## src/rtl/opb_register_bank.sv

```systemverilog
// OPB slave register bank: C_NUM_REGS user registers plus COMMIT and STATUS words,
// with optional shadow-and-commit update and a fixed IDLE->ACK->GAP handshake.
module opb_register_bank #(
  parameter logic [31:0] C_BASEADDR  = 32'h01000500,
  parameter logic [31:0] C_HIGHADDR  = 32'h010005FF,
  parameter int          C_NUM_REGS  = 4,
  parameter logic [31:0] C_RESET_VAL = 32'h00000000,
  parameter int          C_SHADOW    = 0
) (
  input  logic                     OPB_Clk,
  input  logic                     OPB_Rst,
  input  logic [0:31]              OPB_ABus,
  input  logic [0:3]               OPB_BE,
  input  logic [0:31]              OPB_DBus,
  input  logic                     OPB_RNW,
  input  logic                     OPB_select,
  input  logic                     OPB_seqAddr,
  output logic [0:31]              Sl_DBus,
  output logic                     Sl_xferAck,
  output logic                     Sl_errAck,
  output logic                     Sl_retry,
  output logic                     Sl_toutSup,
  output logic [C_NUM_REGS*32-1:0] user_data_out,
  output logic [C_NUM_REGS-1:0]    user_wr_stb,
  input  logic [31:0]              user_status_in
);

  typedef enum logic [1:0] {IDLE, ACK, GAP} state_t;

  localparam bit          SHADOW_EN  = (C_SHADOW != 0);
  localparam logic [29:0] COMMIT_IDX = 30'(C_NUM_REGS);
  localparam logic [29:0] STATUS_IDX = 30'(C_NUM_REGS + 1);

  state_t state_q, state_d;

  logic [31:0] outReg_q [C_NUM_REGS];
  logic [31:0] outReg_d [C_NUM_REGS];
  logic [31:0] shadow_q [C_NUM_REGS];
  logic [31:0] shadow_d [C_NUM_REGS];
  logic [C_NUM_REGS-1:0] wrStb_q, wrStb_d;

  logic        rnw_q;
  logic [0:3]  be_q;
  logic [31:0] wrData_q;
  logic        isReg_q, isCommit_q, isStatus_q;
  logic [3:0]  regIdx_q;

  logic [29:0] addrWord;
  logic [29:0] wordIdx;
  logic        hit;
  logic        isReg, isCommit, isStatus;
  logic        mapped;
  logic        inAck;
  logic        doWrite;
  logic        unusedInputs;

  // Bus bit k is user bit 31-k, so numeric copies between [0:31] and [31:0] need no swizzle.
  function automatic logic [31:0] mergeBytes(input logic [31:0] oldVal,
                                             input logic [31:0] newVal,
                                             input logic [0:3]  byteEn);
    logic [31:0] res;
    res = oldVal;
    for (int b = 0; b < 4; b++) begin
      if (byteEn[b]) res[31-8*b -: 8] = newVal[31-8*b -: 8];
    end
    return res;
  endfunction

  assign unusedInputs = &{1'b0, OPB_seqAddr, OPB_ABus[30:31]};

  assign addrWord = OPB_ABus[0:29];
  assign wordIdx  = addrWord - C_BASEADDR[31:2];
  assign hit      = OPB_select && (addrWord >= C_BASEADDR[31:2]) && (addrWord <= C_HIGHADDR[31:2]);
  assign isReg    = (wordIdx < COMMIT_IDX);
  assign isCommit = (wordIdx == COMMIT_IDX);
  assign isStatus = (wordIdx == STATUS_IDX);

  always_comb begin
    state_d = state_q;
    unique case (state_q)
      IDLE:    if (hit) state_d = ACK;
      ACK:     state_d = GAP;
      GAP:     state_d = IDLE;
      default: state_d = IDLE;
    endcase
  end

  // Acks are gated by reset so a transfer aborted in ACK is never acknowledged.
  assign mapped     = isReg_q || isStatus_q || (isCommit_q && SHADOW_EN);
  assign inAck      = (state_q == ACK) && !OPB_Rst;
  assign Sl_xferAck = inAck && mapped;
  assign Sl_errAck  = inAck && !mapped;
  assign Sl_retry   = 1'b0;
  assign Sl_toutSup = 1'b0;
  assign doWrite    = (state_q == ACK) && !rnw_q;

  always_comb begin
    Sl_DBus = '0;
    if (inAck && rnw_q) begin
      if (isStatus_q) begin
        Sl_DBus = user_status_in;
      end else if (isReg_q) begin
        for (int i = 0; i < C_NUM_REGS; i++) begin
          if (regIdx_q == 4'(i)) Sl_DBus = SHADOW_EN ? shadow_q[i] : outReg_q[i];
        end
      end
    end
  end

  always_comb begin
    outReg_d = outReg_q;
    shadow_d = shadow_q;
    wrStb_d  = '0;
    if (doWrite) begin
      if (isReg_q) begin
        for (int i = 0; i < C_NUM_REGS; i++) begin
          if (regIdx_q == 4'(i)) begin
            if (SHADOW_EN) begin
              shadow_d[i] = mergeBytes(shadow_q[i], wrData_q, be_q);
            end else begin
              outReg_d[i] = mergeBytes(outReg_q[i], wrData_q, be_q);
              wrStb_d[i]  = |be_q;
            end
          end
        end
      end
      if (isCommit_q && SHADOW_EN && wrData_q[0] && be_q[3]) begin
        outReg_d = shadow_q;
        wrStb_d  = '1;
      end
    end
  end

  always_ff @(posedge OPB_Clk) begin
    if (OPB_Rst) begin
      state_q <= IDLE;
      for (int i = 0; i < C_NUM_REGS; i++) begin
        outReg_q[i] <= C_RESET_VAL;
        shadow_q[i] <= C_RESET_VAL;
      end
      wrStb_q    <= '0;
      rnw_q      <= 1'b1;
      be_q       <= '0;
      wrData_q   <= '0;
      isReg_q    <= 1'b0;
      isCommit_q <= 1'b0;
      isStatus_q <= 1'b0;
      regIdx_q   <= '0;
    end else begin
      state_q  <= state_d;
      outReg_q <= outReg_d;
      shadow_q <= shadow_d;
      wrStb_q  <= wrStb_d;
      // The request is captured on the hit so the ACK cycle acts on a stable copy.
      if (state_q == IDLE && hit) begin
        rnw_q      <= OPB_RNW;
        be_q       <= OPB_BE;
        wrData_q   <= OPB_DBus;
        isReg_q    <= isReg;
        isCommit_q <= isCommit;
        isStatus_q <= isStatus;
        regIdx_q   <= wordIdx[3:0];
      end
    end
  end

  always_comb begin
    user_data_out = '0;
    for (int i = 0; i < C_NUM_REGS; i++) begin
      user_data_out[32*i +: 32] = outReg_q[i];
    end
  end

  assign user_wr_stb = wrStb_q;

endmodule
```

## config.mk

```make
export PLATFORM = sky130hd
export DESIGN_NAME = opb_register_bank
export DESIGN_NICKNAME = d
export VERILOG_FILES = /design/src/rtl/opb_register_bank.sv
export SDC_FILE = /design/constraint.sdc
export NUM_CORES = 1
export LEC_CHECK = 0
export ABC_AREA = 1
export CORE_MARGIN = 5
export CORE_UTILIZATION = 45
export CTS_CLUSTER_DIAMETER = 30
export DETAILED_ROUTE_END_ITERATION = 10
export GPL_ROUTABILITY_DRIVEN = 0
export PLACE_DENSITY = 0.79
export SLEW_MARGIN = 30
export SYNTH_ARGS = -nofsm -noshare
export SYNTH_HDL_FRONTEND = slang
export SYNTH_SLANG_ARGS = --single-unit
```

## constraint.sdc

```tcl
create_clock -name OPB_Clk -period 2.7 [get_ports OPB_Clk]
set_input_delay 0.27 -clock OPB_Clk [delete_from_list [all_inputs] [get_ports OPB_Clk]]
set_output_delay 0.27 -clock OPB_Clk [all_outputs]
set_load 0.005 [all_outputs]
```

# ---- Word-level counts from Yosys, hierarchy flattened
# Index checks and enable logic that the tools add are counted.
dict set report totals {
  in_bits 105
  wordCells 87
  regBits 177
  out_inout_bits 168
}
dict set report classes {
  muxes 9
  magnitude_cmp 3
  eq_ne 6
  n_bitwise 6
  reduce_logical 35
  add_sub_neg 1
}
# operator n
set ops {}
lappend ops {{32-bit two-way mux} 7}
lappend ops {{4-bit AND reduction} 16}
lappend ops {{30-bit by 3-bit == test with 1-bit output (second input constant)} 1}
lappend ops {{30-bit by 23-bit >= comparator with 1-bit output (second input constant)} 1}
lappend ops {{30-bit by 23-bit <= comparator with 1-bit output (second input constant)} 1}
lappend ops {{30-bit by 3-bit < comparator with 1-bit output (second input constant)} 1}
lappend ops {{30-bit by 23-bit subtractor with 30-bit output (second input constant)} 1}
lappend ops {{4-bit OR reduction} 5}
lappend ops {{4-bit by 2-bit == test with 1-bit output (second input constant)} 2}
lappend ops {{1-bit logical AND} 8}
lappend ops {{1-bit inverter} 6}
lappend ops {{4-bit by 1-bit == test with 1-bit output (second input constant)} 1}
lappend ops {{4-bit logical NOT} 1}
lappend ops {{2-bit case mux with 2 select lines} 1}
lappend ops {{1-bit logical NOT} 3}
lappend ops {{2-bit by 1-bit == test with 1-bit output (second input constant)} 1}
lappend ops {{2-bit logical NOT} 1}
lappend ops {{2-bit two-way mux} 1}
lappend ops {{2-bit != test (second input constant)} 1}
lappend ops {{1-bit logical OR} 1}

# ---- Longest topological paths before layout
dict set report logic_depth {
  word_depth 8
  depth_mapped 12
  mapped_depth_nobuf 11
}

# ---- Worst setup path before layout
# No wires, ideal clock.
dict set report synth_timing {
  path_kind {register -> output}
  startpoint {register regIdx_q[0]}
  endpoint {output port Sl_DBus[31] (netlist name)}
  t_arrival_ps 1342
  setup_slack_ps 1088
  t_required_ps 2430
  path_buffers 2
  stages_incl_launch_ff 10
  path_cell_list {dfxtp_1 -> buf_2 -> inv_1 -> nand3_1 -> inv_2 -> clkbuf_1 -> nand2_1 -> o211ai_1 -> o211ai_1 -> a21oi_1}
}
dict set report synth_between {
  elab_chain_cells 8
  elab_cells_between_ends 11
  cone_classes {eq/ne: 3; mux: 7; reduce/logical: 1}
}
# element line
set synth_rtl {}
lappend synth_rtl {{start: declaration} 46} ;# logic [3:0] regIdx_q;
lappend synth_rtl {{start signal: assignment} 162} ;# regIdx_q <= wordIdx[3:0];
lappend synth_rtl {{4-bit logical NOT} 104} ;# if (regIdx_q == 4'(i)) Sl_DBus = SHADOW_EN ? shadow_q[i] : outReg_q[i];
lappend synth_rtl {{32-bit two-way mux (3 in a row)} 104}
lappend synth_rtl {{32-bit two-way mux *} 104}
lappend synth_rtl {{32-bit two-way mux *} 102} ;# end else if (isReg_q) begin
lappend synth_rtl {{32-bit two-way mux *} 100} ;# if (isStatus_q) begin
lappend synth_rtl {{32-bit two-way mux *} 99} ;# if (inAck && rnw_q) begin
lappend synth_rtl {{end: declaration} 18} ;# output logic [0:31] Sl_DBus,
# Mark *: on every way between the ends. The rest lies on a longest branch, timed or not.

# ---- Worst setup path after layout
dict set report layout_timing {
  startpoint {register regIdx_q[1]}
  endpoint {output port Sl_DBus[12] (netlist name)}
}
# Same word-level chain as after synthesis.

==> metrics.cfg <==
[run]
maxCapViolations=0

[timing]
hold_viol=0
rsz0062_at_grt=true
period_needed_ns=2.67
setup_viol=0
max_freq_ghz=0.375
finalClockSkew_ns=0.00956
post-route-period-util_pct=98.8
relSlewSlack_pct=47.2
slew_violations=0
tightestPinTransition_ns=0.792

[setup_path]
crit_type=reg -> out
critical_path.top_delay_family=buffers and inverters
worstPathRequired_ns=2.43
cp-start-kind=flip-flop
cp_slowest_cell=clkdlybuf4s50_1
cpPeakStageDelay_ns=0.52
crit_top_cell=o211ai_1
worstPathMaxFanout=12
crit_buf_inv=4
endpoint_kind=output port
crit_chain=inv_2, nor3_4, buf_6, clkbuf_16, o21ai_0, o211ai_1, o211ai_1, a21oi_1, clkdlybuf4s50_1
worstPathArrival_ns=2.40

[floorplanning]
ioPinCount=273
fp.dieW_um=146
die_h_um=146
std_cell_rows=49
die-area_um2=21400
start_util_pct=46.2
core_um2=18100

[grt]
antenna_found_initial=0
grt_pass1_wl_um=47100
use_met3_pct=6.35
grt_util_met1_pct=34.1
grt-busiest-layer=met2
grt_usage_pct=27.1
grt_pass1_vias=8824
overflow=0
grt_use_met2_pct=45.5
grt_max_degree=70

[synthesis]
syn_area_per_cell_um2=7.03
synth.distinct_cells=29
netlist_area_um2=8350
ys_warn_count=0
synth_seq_cells=177
synth_cells=1187
ys_seq_area_share_pct=42.5

[hold_path]
hp-class=in -> reg

[pwr]
leakage_uw=0.00439
power_density_nw_per_um2=451
finalPower_uw=5400
peakVddDrop_mv=0.398

[routing]
vias=9271
viasPerCell=5.54
routed_wl_um=30600
ant_nets=0
drt_pass1_iterations=8
drt_iter0_markers=724
wl_per_cell_um=18.3
drcViolationCount=0

[clock_tree]
cts-root-buf=clkbuf_16
numCtsBuffers=17
path_clk_slew_ns=0.06
clk_latency_ns=0.42
clk_path_buf_depth=2
holdBufCountCts=0
cts_max_level=4
cts_tree=yes
numClockSinks=177

[place]
dp_hpwl_um=21300
io_buffers=267

[final_layout]
drive_gt1_share_pct=6.99
finish.utilization_pct=66.2
num_antenna_cells=0
nNetsFinal=1538
final_common_cell=clkdlybuf4s50_1
area_growth_pct=43.4
mostFrequentLayoutCells=clkdlybuf4s50_1 (250), nand2_1 (228), nor2_1 (187), dfxtp_1 (175), a21oi_1 (129)

[run_status]
outcome=complete, no violations

-- worst paths after layout --
| path | startpoint | end | slack [ns] | depth (start not counted) |
|---|---|---|---|---|
| worst max-delay path | regIdx_q[1] | Sl_DBus[12] | 0.03 | 9 |
| worst min-delay path | OPB_Rst | state_q[1] | 0.05 | 2 |
| worst max register to register | regIdx_q[1] | user_data_out[116] | 0.28 | 9 |
| worst min register to register | user_data_out[49] | user_data_out[49] | 0.47 | 2 |
-- cell usage after synthesis --
cell | instances | area, µm²
o21ai_2 | 2 | 17.5
inv_1 | 58 | 218
o21ai_0 | 90 | 450
dfxtp_1 | 177 | 3540
buf_6 | 8 | 90.1
nor2_2 | 9 | 56.3
nor3_1 | 8 | 40.0
nand3b_1 | 38 | 285
nor2_8 | 2 | 40.0
nor2_4 | 4 | 45.0
buf_1 | 1 | 3.75
o211ai_1 | 64 | 480
and2_1 | 1 | 6.26
nand3_1 | 75 | 375
inv_2 | 10 | 37.5
o21ai_1 | 10 | 50.1
nand4_1 | 7 | 43.8
buf_2 | 15 | 75.1
nand2_1 | 228 | 856
nor2_1 | 188 | 706
nand2_2 | 5 | 31.3
buf_4 | 2 | 15.0
nand3_2 | 1 | 10.0
o41ai_1 | 1 | 8.76
clkinv_1 | 4 | 15.0
clkbuf_1 | 47 | 176
a21oi_1 | 130 | 651
nor3_4 | 1 | 16.3
conb_1 | 1 | 3.75
-- power breakdown --
group / switching [µW] / leakage, µW / internal (µW)
sequential: 0.000744 / 0.00143 / 2610
combinational: 135 / 0.00268 / 169
clock: 1030 / 0.000284 / 1460
total: 1160 / 0.00439 / 4240
-- state kept, by name (all words and copies together) (netlist names) --
| name | count |
|---|---|
| user_data_out | 128 |
| user_wr_stb | 4 |
| isStatus_q | 1 |
| be_q | 4 |
| isReg_q | 1 |
| wrData_q | 32 |
| state_q | 2 |
| rnw_q | 1 |
| regIdx_q | 4 |
-- repair_timing --
| item | CTS | global route |
|---|---|---|
| setup buffers | 1 | 1 |
| endpoints found under the setup margin | 32 | 15 |
| pin swaps | 0 | 6 |
| gates resized for setup | 6 | 20 |
| gates cloned | 1 | 1 |
-- layer usage --
metal | vias to the layer above | routed length, µm
met5 | - | 0
met4 | 0 | 807
met3 | 55 | 2740
met2 | 481 | 14400
met1 | 4265 | 12600
li1 | 4470 | -
-- cell type report --
class                           count  area (µm²)
Clock inverter                     12         159
Multi-Input combinational cell    866        4200
Sequential cell                   177        3550
Fill cell                        1525        6110
Clock buffer                       19         433
Inverter                           72         273
Timing Repair Buffer              299        3080
Tap cell                          229         287
-- per-stage QoR --
stage	setup slack (ns)	area (µm²)	hold WS, ns	TNS, ns	std cells
finish	0.0311	12000	0.0509	0	1674
global route	-0.0516	12000	0.0505	-0.284	1674
CTS	-0.0142	11900	0.0376	-0.0142	1672
detailed placement	0.123	11200	0.462	0	1639
global placement	0.226	11200	0.455	0	1639
floorplan	1.09	8350	0.383	0	1188
-- kinds of logic (layout without fill, tap and decap cells) --
logic type	count (synthesis)	after routing	share of synthesized area, %
and+or+nand+nor	567	567	30.1
buffers and inverters	145	402	7.56
AOI/OAI and AO/OA	297	297	19.9
DFF	177	177	42.5
other	1	2	0.0449
Note: power is estimated with default switching activity, not from simulation.
